==> src/rtl/alu_ctrl_pkg.sv <==
// Shared constants and types for the EX-stage operand controller:
// opcodes, ALU op codes, rs2 mux selects, occupancy states, decoded control word.
package alu_ctrl_pkg;

  localparam logic [6:0] OPC_OP     = 7'b0110011;
  localparam logic [6:0] OPC_OP_IMM = 7'b0010011;
  localparam logic [6:0] OPC_LOAD   = 7'b0000011;
  localparam logic [6:0] OPC_JALR   = 7'b1100111;
  localparam logic [6:0] OPC_STORE  = 7'b0100011;
  localparam logic [6:0] OPC_AUIPC  = 7'b0010111;
  localparam logic [6:0] OPC_JAL    = 7'b1101111;
  localparam logic [6:0] OPC_BRANCH = 7'b1100011;
  localparam logic [6:0] OPC_LUI    = 7'b0110111;

  typedef enum logic [3:0] {
    ALU_ADD    = 4'd0,
    ALU_SUB    = 4'd1,
    ALU_SLL    = 4'd2,
    ALU_SLT    = 4'd3,
    ALU_SLTU   = 4'd4,
    ALU_XOR    = 4'd5,
    ALU_SRL    = 4'd6,
    ALU_SRA    = 4'd7,
    ALU_OR     = 4'd8,
    ALU_AND    = 4'd9,
    ALU_COPY_A = 4'd10
  } alu_op_e;

  typedef enum logic [1:0] {
    SEL_RS2   = 2'd0,
    SEL_IMM_I = 2'd1,
    SEL_IMM_S = 2'd2,
    SEL_PC    = 2'd3
  } sel_e;

  typedef enum logic [1:0] {
    EMPTY = 2'd0,
    ONE   = 2'd1,
    TWO   = 2'd2
  } occ_e;

  typedef struct packed {
    logic    illegal;
    sel_e    sel;
    alu_op_e alu_op;
    logic    rd_wen;
  } ctrl_t;

  // funct3 -> ALU op for the register/immediate arithmetic groups (no SUB/SRA here).
  function automatic alu_op_e f3_to_op(input logic [2:0] f3);
    case (f3)
      3'b000:  f3_to_op = ALU_ADD;
      3'b001:  f3_to_op = ALU_SLL;
      3'b010:  f3_to_op = ALU_SLT;
      3'b011:  f3_to_op = ALU_SLTU;
      3'b100:  f3_to_op = ALU_XOR;
      3'b101:  f3_to_op = ALU_SRL;
      3'b110:  f3_to_op = ALU_OR;
      default: f3_to_op = ALU_AND;
    endcase
  endfunction

endpackage

==> src/rtl/alu_ctrl_decode.sv <==
// Combinational RV32I decode of the B-operand select, ALU op, rd write enable
// and illegal flag. Illegal words decode to a harmless ADD with no writeback.
module alu_ctrl_decode
  import alu_ctrl_pkg::*;
(
  input  logic [6:0] opcode_i,
  input  logic [2:0] f3_i,
  input  logic [6:0] f7_i,
  output ctrl_t      ctrl_o
);

  always_comb begin
    ctrl_o.illegal = 1'b0;
    ctrl_o.sel     = SEL_RS2;
    ctrl_o.alu_op  = ALU_ADD;
    ctrl_o.rd_wen  = 1'b1;
    case (opcode_i)
      OPC_OP: begin
        if (f7_i == 7'b0000000) begin
          ctrl_o.alu_op = f3_to_op(f3_i);
        end else if (f7_i == 7'b0100000 && f3_i == 3'b000) begin
          ctrl_o.alu_op = ALU_SUB;
        end else if (f7_i == 7'b0100000 && f3_i == 3'b101) begin
          ctrl_o.alu_op = ALU_SRA;
        end else begin
          ctrl_o.illegal = 1'b1;
        end
      end
      OPC_OP_IMM: begin
        ctrl_o.sel    = SEL_IMM_I;
        ctrl_o.alu_op = (f3_i == 3'b101 && f7_i[5]) ? ALU_SRA : f3_to_op(f3_i);
      end
      OPC_LOAD, OPC_JALR: ctrl_o.sel = SEL_IMM_I;
      OPC_STORE: begin
        ctrl_o.sel    = SEL_IMM_S;
        ctrl_o.rd_wen = 1'b0;
      end
      OPC_AUIPC, OPC_JAL: ctrl_o.sel = SEL_PC;
      OPC_BRANCH: begin
        ctrl_o.alu_op = ALU_SUB;
        ctrl_o.rd_wen = 1'b0;
      end
      OPC_LUI: begin
        ctrl_o.sel    = SEL_IMM_I;
        ctrl_o.alu_op = ALU_COPY_A;
      end
      default: ctrl_o.illegal = 1'b1;
    endcase
    // Opcode list above only holds 11-quadrant words, so the default covers inst[1:0]!=11.
    if (ctrl_o.illegal) begin
      ctrl_o.sel    = SEL_RS2;
      ctrl_o.alu_op = ALU_ADD;
      ctrl_o.rd_wen = 1'b0;
    end
  end

endmodule

==> src/rtl/alu_operand_ctrl.sv <==
// EX-stage operand controller: decodes the incoming instruction into a
// 2-entry head/skid buffer and counts legal instructions taken by EX.
module alu_operand_ctrl
  import alu_ctrl_pkg::*;
#(
  parameter int XLEN    = 32,
  parameter int COUNT_W = 32
) (
  input  logic               clock,
  input  logic               reset,
  input  logic               io_in_valid,
  output logic               io_in_ready,
  input  logic [XLEN-1:0]    io_inst,
  input  logic               io_flush,
  output logic               io_out_valid,
  input  logic               io_out_ready,
  output logic [1:0]         io_rs2_mux_sel,
  output logic [3:0]         io_alu_op,
  output logic               io_rd_wen,
  output logic               io_illegal,
  output logic [COUNT_W-1:0] io_issue_count
);

  occ_e               state_q, state_d;
  ctrl_t              head_q, head_d;
  ctrl_t              skid_q, skid_d;
  ctrl_t              dec;
  logic [COUNT_W-1:0] issue_cnt_q;
  logic               accept, issue;
  logic               unused_inst;

  alu_ctrl_decode u_dec (
    .opcode_i (io_inst[6:0]),
    .f3_i     (io_inst[14:12]),
    .f7_i     (io_inst[31:25]),
    .ctrl_o   (dec)
  );

  assign unused_inst = ^{io_inst[24:15], io_inst[11:7]};

  assign io_in_ready    = (state_q != TWO);
  assign io_out_valid   = (state_q != EMPTY);
  assign io_rs2_mux_sel = head_q.sel;
  assign io_alu_op      = head_q.alu_op;
  assign io_rd_wen      = head_q.rd_wen;
  assign io_illegal     = head_q.illegal;
  assign io_issue_count = issue_cnt_q;

  assign accept = io_in_valid && io_in_ready;
  assign issue  = io_out_valid && io_out_ready;

  always_comb begin
    state_d = state_q;
    head_d  = head_q;
    skid_d  = skid_q;
    if (io_flush) begin
      state_d = EMPTY;
    end else begin
      case (state_q)
        EMPTY: if (accept) begin
          head_d  = dec;
          state_d = ONE;
        end
        ONE: begin
          if (accept && issue) begin
            head_d = dec;
          end else if (accept) begin
            skid_d  = dec;
            state_d = TWO;
          end else if (issue) begin
            state_d = EMPTY;
          end
        end
        TWO: if (issue) begin
          head_d  = skid_q;
          state_d = ONE;
        end
        default: state_d = EMPTY;
      endcase
    end
  end

  always_ff @(posedge clock or negedge reset) begin
    if (!reset) begin
      state_q <= EMPTY;
      head_q  <= '0;
      skid_q  <= '0;
    end else begin
      state_q <= state_d;
      head_q  <= head_d;
      skid_q  <= skid_d;
    end
  end

  // A flushed-away head still counts if EX took it in the same cycle.
  always_ff @(posedge clock or negedge reset) begin
    if (!reset) begin
      issue_cnt_q <= '0;
    end else if (issue && !head_q.illegal) begin
      issue_cnt_q <= issue_cnt_q + COUNT_W'(1);
    end
  end

endmodule

==> config.mk <==
export PLATFORM = sky130hd
export DESIGN_NAME = alu_operand_ctrl
export DESIGN_NICKNAME = d
export VERILOG_FILES = /design/src/rtl/alu_ctrl_pkg.sv /design/src/rtl/alu_ctrl_decode.sv /design/src/rtl/alu_operand_ctrl.sv
export SDC_FILE = /design/constraint.sdc
export NUM_CORES = 1
export LEC_CHECK = 0
export CELL_PAD_IN_SITES_DETAIL_PLACEMENT = 1
export CELL_PAD_IN_SITES_GLOBAL_PLACEMENT = 2
export CORE_ASPECT_RATIO = 0.5
export CORE_MARGIN = 4
export CORE_UTILIZATION = 28
export CTS_CLUSTER_DIAMETER = 100
export DETAILED_ROUTE_END_ITERATION = 8
export PLACE_DENSITY = 0.79
export SLEW_MARGIN = 40
export SYNTH_ARGS = -nofsm -noshare
export SYNTH_HDL_FRONTEND = slang
export SYNTH_SLANG_ARGS = --single-unit
==> constraint.sdc <==
create_clock -name clock -period 1.9 [get_ports clock]
set_input_delay 0.19 -clock clock [delete_from_list [all_inputs] [get_ports clock]]
set_output_delay 0.19 -clock clock [all_outputs]
set_load 0.05 [all_outputs]
# Word level (Yosys, flattened, before mapping)
# Cells that the tools add are included.
[totals]
inputBits = 37
out_inout_bits = 42
ff_bits = 50
word_cells = 83
[op_classes]
n_reduce_logical = 20
eq_ne = 26
n_addsub = 1
n_bitwise = 2
muxes = 24
[op_table]
columns = ["cell", "count"]
rows = [
  ["32-bit by 1-bit adder with 32-bit output (second input constant)", 1],
  ["7-bit by 6-bit equality test with 1-bit output (second input constant)", 4],
  ["4-bit case mux with 7 select lines", 1],
  ["8-bit two-way mux", 3],
  ["8-bit case mux with 3 select lines", 1],
  ["7-bit equality test (second input constant)", 3],
  ["4-bit case mux with 4 select lines", 1],
  ["7-bit by 5-bit equality test with 1-bit output (second input constant)", 2],
  ["2-bit two-way mux", 6],
  ["4-bit two-way mux", 3],
  ["2-bit case mux with 3 select lines", 2],
  ["3-bit equality test (second input constant)", 3],
  ["3-bit != test (second input constant)", 3],
  ["2-bit != test (second input constant)", 4],
  ["4-bit AND reduction", 2],
  ["8-bit OR reduction", 1],
  ["7-bit by 2-bit equality test with 1-bit output (second input constant)", 1],
  ["1-bit logical AND", 7],
  ["7-bit zero test", 1],
  ["7-bit two-way mux", 1],
  ["3-bit by 2-bit equality test with 1-bit output (second input constant)", 2],
  ["5-bit AND reduction", 1],
  ["1-bit two-way mux", 4],
  ["4-bit != test (second input constant)", 1],
  ["13 further kinds", 15],
]

# Logic depth before layout (Yosys ltp)
[depth]
word_depth = 9
ltp_mapped = 6
ltp_nobuf = 6

# By module
# Synthesis repeated with hierarchy kept, for this count alone.
[hier_totals]
hier_cells = 244
hier_area_um2 = 2677.6
[modules_own_cells]
columns = ["mod", "area_per_inst_um2", "cells_each", "n_inst", "seq_area_each_um2"]
rows = [
  ["alu_operand_ctrl", 2333.5, 188, 1, 1251.2],
  ["alu_ctrl_decode", 344.1, 56, 1, 0.0],
]

# Worst setup path before layout
# Ideal clock, no wire load.
[synth_path]
kind = "register to register"
from = "register issue_cnt_q[2] (netlist: io_issue_count[2])"
to = "register issue_cnt_q[19] (netlist: io_issue_count[19])"
period_less_slack_ns = 1.990
path_stages_with_launch = 6
arrival_time_ns = 1.847
setup_time_ns = 0.143
path_slack_ns = -0.090
required_time_ns = 1.757
n_path_buf = 0
cell_sequence = "dfrtp_1 nand3_1 nor4b_4 nand2_1 or3_1 xnor2_1"
[synth_between]
elab_chain_len = 1
[synth_rtl]
columns = ["item", "line", "text"]
rows = [
  ["from (decl)", "alu_operand_ctrl.sv:28", "logic [COUNT_W-1:0] issue_cnt_q;"],
  ["from (signal assigned)", "alu_operand_ctrl.sv:100", "issue_cnt_q <= issue_cnt_q + COUNT_W'(1);"],
  ["32-bit by 1-bit adder with 32-bit output", "alu_operand_ctrl.sv:100", ""],
]
# Every way passes these cells.
# A chain may end at the register's enable or synchronous reset.

# Worst setup path after layout
[layout_path]
from = "input port io_inst[28]"
to = "register head_q (netlist bit io_rd_wen)"
[layout_between]
elab_chain_len = 9
elab_cells_between_ends = 12
cone_classes = "eq/ne (1); mux (8); reduce/logical (3)"
[layout_rtl]
columns = ["item", "line", "text"]
rows = [
  ["from (decl)", "alu_operand_ctrl.sv:13", "input logic [XLEN-1:0] io_inst,"],
  ["7-bit by 6-bit equality test with 1-bit output", "alu_ctrl_decode.sv:21, alu_ctrl_decode.sv:23", ""],
  ["1-bit logical AND", "alu_ctrl_decode.sv:23", "end else if (f7_i == 7'b0100000 && f3_i == 3'b101) begin"],
  ["1-bit two-way mux", "alu_ctrl_decode.sv:23", ""],
  ["1-bit two-way mux", "alu_ctrl_decode.sv:21", "end else if (f7_i == 7'b0100000 && f3_i == 3'b000) begin"],
  ["1-bit two-way mux *", "alu_ctrl_decode.sv:19", "if (f7_i == 7'b0000000) begin"],
  ["1-bit case mux with 2 select lines *", "alu_ctrl_decode.sv:17", "case (opcode_i)"],
  ["7-bit two-way mux *", "alu_ctrl_decode.sv:50", "if (ctrl_o.illegal) begin"],
  ["8-bit two-way mux (on tied branches)", "alu_operand_ctrl.sv:65, alu_operand_ctrl.sv:60", ""],
  ["8-bit case mux with 3 select lines *", "alu_operand_ctrl.sv:59", "case (state_q)"],
  ["to (signal assigned)", "alu_operand_ctrl.sv:86", "head_q <= '0;"],
  ["to (signal assigned)", "alu_operand_ctrl.sv:90", "head_q <= head_d;"],
  ["to (decl)", "alu_operand_ctrl.sv:25", "ctrl_t head_q, head_d;"],
]
# Every way passes the cells marked *; elsewhere a longest branch is shown, timed or not. The select of a mux whose other input is x is not followed.

==> key figures <==
Timing
  • Setup TNS: 0 ps
  • Final period util: 0.960
  • Slew margin rel.: 0.559
  • Slew @ Worst Pin: 661 ps
  • Fmax: 548 MHz
  • Slew Limit Fails: 0
  • Worst setup margin: 76.2 ps
  • Clk_skew: 6.27 ps
  • RSZ-0062 raised after global routing: no
  • Crit path time final: 1820 ps
  • Hold Vio Cnt, Final: 0
  • Setup Viol. Count Final: 0

Worst setup path
  • Crit end category: flop
  • Worst Path Arrival: 2030 ps
  • FF-to-FF path depth: 6
  • WP data required: 2110 ps
  • Reg-to-reg slack, setup: 190 ps
  • Worst setup path class: input port to flop
  • Startpoint Class: input port
  • FF-to-FF End: io_issue_count[30]
  • Launch point of the worst reg-to-reg path: state_q[1]
  • Largest fanout on the critical path: 3

Placement
  • Worst slack at placement: -284 ps
  • RD Place Congestion: 0.732
  • Port Buffer Count: 63
  • HPWL Detailed: 5590 um

Synth
  • Seq/Total Area, Yosys: 0.466
  • Post-synth top area cell: dfrtp_1
  • Top-area cell type share of the netlist area: 0.466
  • Syn_area_per_cell: 9.68 um^2
  • Synth Cell Area: 2680 um^2
  • Flops & latches, synth: 50
  • Syn Nets: 315
  • Synth Instances: 277
  • Prevailing post-synth register cell: dfrtp_1
  • Largest cells by area after synthesis: dfrtp_1 (47%), xnor2_1 (6.2%), xor2_1 (4.9%), nor2_1 (3.9%), nand2_1 (3.4%)
  • Number of synthesized flops with an enable pin: 0
  • Synth Warn #: 0
  • Async set-reset flop share out of synthesis: 1.00
  • Yosys cell types: 48

Floorplan
  • Die area: 11300 um^2
  • Die width: 146 um
  • Initial Util: 0.298
  • Die Ht: 77.2 um
  • IO Pins: 79
  • Rows: 24
  • Core Footprint: 9010 um^2

Route
  • Vias: 2356
  • Drc violations: 0
  • Detailed Route Iter0 Violations: 96
  • Initial DRT Pass Iterations: 4
  • Drt wl/cell: 14.9 um
  • Post-Route WL: 7230 um
  • Routed Antenna Nets: 0
  • Via density: 4.86

Power
  • Power Dens Cells: 809 nW/um^2
  • Sw frac: 0.320
  • Pint: 2110 uW
  • P_sw: 993 uW
  • VDD IR max: 0.000470 V
  • Leak Pwr: 0.00165 uW
  • Seq pwr share: 0.415
  • Clock power frac: 0.325
  • Combinational share of power: 0.260

Finish
  • N_diodes: 0
  • Fillers: 1035
  • Synth-to-layout area growth: 42.8%
  • Ratio of cells with drive above 1 in the final layout: 0.177
  • Nets: 405

Clock network
  • CTS Buf Count: 5
  • Worst skew pair latency: 290 ps
  • CTS tree: done
  • Root Buffer Master: clkbuf_16
  • Clock transition at path regs: 70 ps
  • Longest Clk Path Bufs: 2
  • # clock sinks: 50
  • H-tree depth: 2

Global routing
  • Overflow after GRT: 0
  • Largest net degree at the start of global routing: 51
  • Vias in the first global route: 2555
  • Initial antenna violation count: 0
  • GRT Total Usage: 0.132
  • Global-route wire length before repair: 12600 um

Hold path
  • Hold Crit Class: input port to async pin

Flow run
  • Max-Cap Viols: 0

Outcome
  • Status: completed
-- placed cells by master (no fill, tap or decap), drive strengths merged, types with 7 or more instances in the layout --
cell type / synthesis / layout
xnor2: 19 / 19
clkdlybuf4s50: 0 / 57
nor2b: 7 / 7
inv: 9 / 9
nor3: 10 / 10
nand2b: 9 / 9
buf: 4 / 33
nand2: 24 / 24
dfrtp: 50 / 50
nand4: 9 / 9
xor2: 15 / 15
nor2: 28 / 28
a21oi: 15 / 15
nand3: 14 / 14
-- routing by layer --
| metal | up-vias | share of wire | global-route usage |
|---|---|---|---|
| met1 | 1156 | 0.46 | 0.168 |
| met5 | - | 0 | 0 |
| li1 | 1157 | - | - |
| met4 | 0 | 0.0079 | 0.0281 |
| met2 | 38 | 0.51 | 0.237 |
| met3 | 5 | 0.030 | 0.0230 |
-- cell usage after synthesis, types with 2 or more instances --
cell type / instances
nor4_1: 2
clkbuf_1: 6
and3_1: 5
a31oi_1: 4
xor2_1: 15
inv_1: 9
nor2b_1: 7
nand3b_1: 2
dfrtp_1: 50
mux2i_1: 2
o21ai_0: 3
nor2_1: 28
or4_1: 3
xnor2_1: 19
and3b_1: 2
nand2b_1: 9
a21oi_1: 15
buf_2: 3
o41ai_1: 2
mux2_2: 5
a211oi_1: 2
o211ai_1: 5
nor3_1: 9
nand4_1: 9
nor3b_1: 2
nand2_1: 24
nand3_1: 14
-- worst max path at each step --
stage | from | end | slack, ps | cells past startpoint
after floorplan | io_issue_count[11] | io_issue_count[19] | 30 | 5
after global placement | io_inst[28] | io_alu_op[2] | -260 | 6
after detailed placement | io_inst[28] | io_rd_wen | -280 | 6
after CTS | io_inst[28] | io_alu_op[2] | 20 | 6
after global routing | io_inst[28] | io_rd_wen | 0.8 | 6
final | io_inst[28] | io_rd_wen | 80 | 6
-- power groups by stage --
stage	sequential [uW]	clock [uW]	combinational, uW
2_1_floorplan	1550	0	228
3_3_place_gp	1300	0	802
3_5_place_dp	1310	0	810
4_1_cts	1290	1040	813
5_1_grt	1310	1080	867
6_report	1290	1010	805
-- timing repair --
| item | CTS | global route |
|---|---|---|
| hold buffers | 0 | 0 |
| gates resized for setup | 0 | 8 |
| setup endpoints to repair | 0 | 10 |
| setup buffers | 0 | 1 |
-- cells by family after synthesis --
logic type / after synthesis / synth area share
adder cells (fa/ha/maj): 1 / 0.00466
AND/OR/NAND/NOR: 127 / 0.264
AO/OA/AOI/OAI: 39 / 0.0961
buffers and inverters: 19 / 0.0294
flip-flops: 50 / 0.466
multiplexers: 7 / 0.0285
XOR/XNOR: 34 / 0.111
-- final cells by class --
| class | count | area (um^2) | area share |
|---|---|---|---|
| multi-input combinational | 208 | 1370 | 0.358 |
| sequential | 50 | 1260 | 0.329 |
| timing repair buffer | 93 | 853 | 0.223 |
| tap | 117 | 146 | 0.0382 |
| clock buffer | 5 | 125 | 0.0327 |
| clock inverter | 3 | 40.0 | 0.0105 |
| inverter | 9 | 33.8 | 0.00882 |
-- metrics by stage --
stage	hold slack (ps)	std cells	util	area (um^2)	total power, uW
2_1_floorplan	-106	277	-	2690	1780
3_3_place_gp	335	476	0.403	3630	2100
3_5_place_dp	350	476	0.403	3630	2120
4_1_cts	39.1	484	0.422	3800	3140
5_1_grt	66.9	485	0.425	3830	3260
6_report	14.8	485	0.425	3830	3100
-- state kept, by name, summed over array words and instances, names as in the netlist --
| register | flops |
|---|---|
| io_issue_count | 32 |
| skid_q | 8 |
| io_alu_op | 4 |
| io_rs2_mux_sel | 2 |
| state_q | 2 |
| io_illegal | 1 |
| io_rd_wen | 1 |
-- worst max-delay path: stages --
cell,delay (ps)
clkdlybuf4s50_1,390
or4_4,450
nor3_4,200
a31oi_2,110
or4_1,500
a31oi_1,180
No activity file was read; power rests on OpenSTA's default activity.
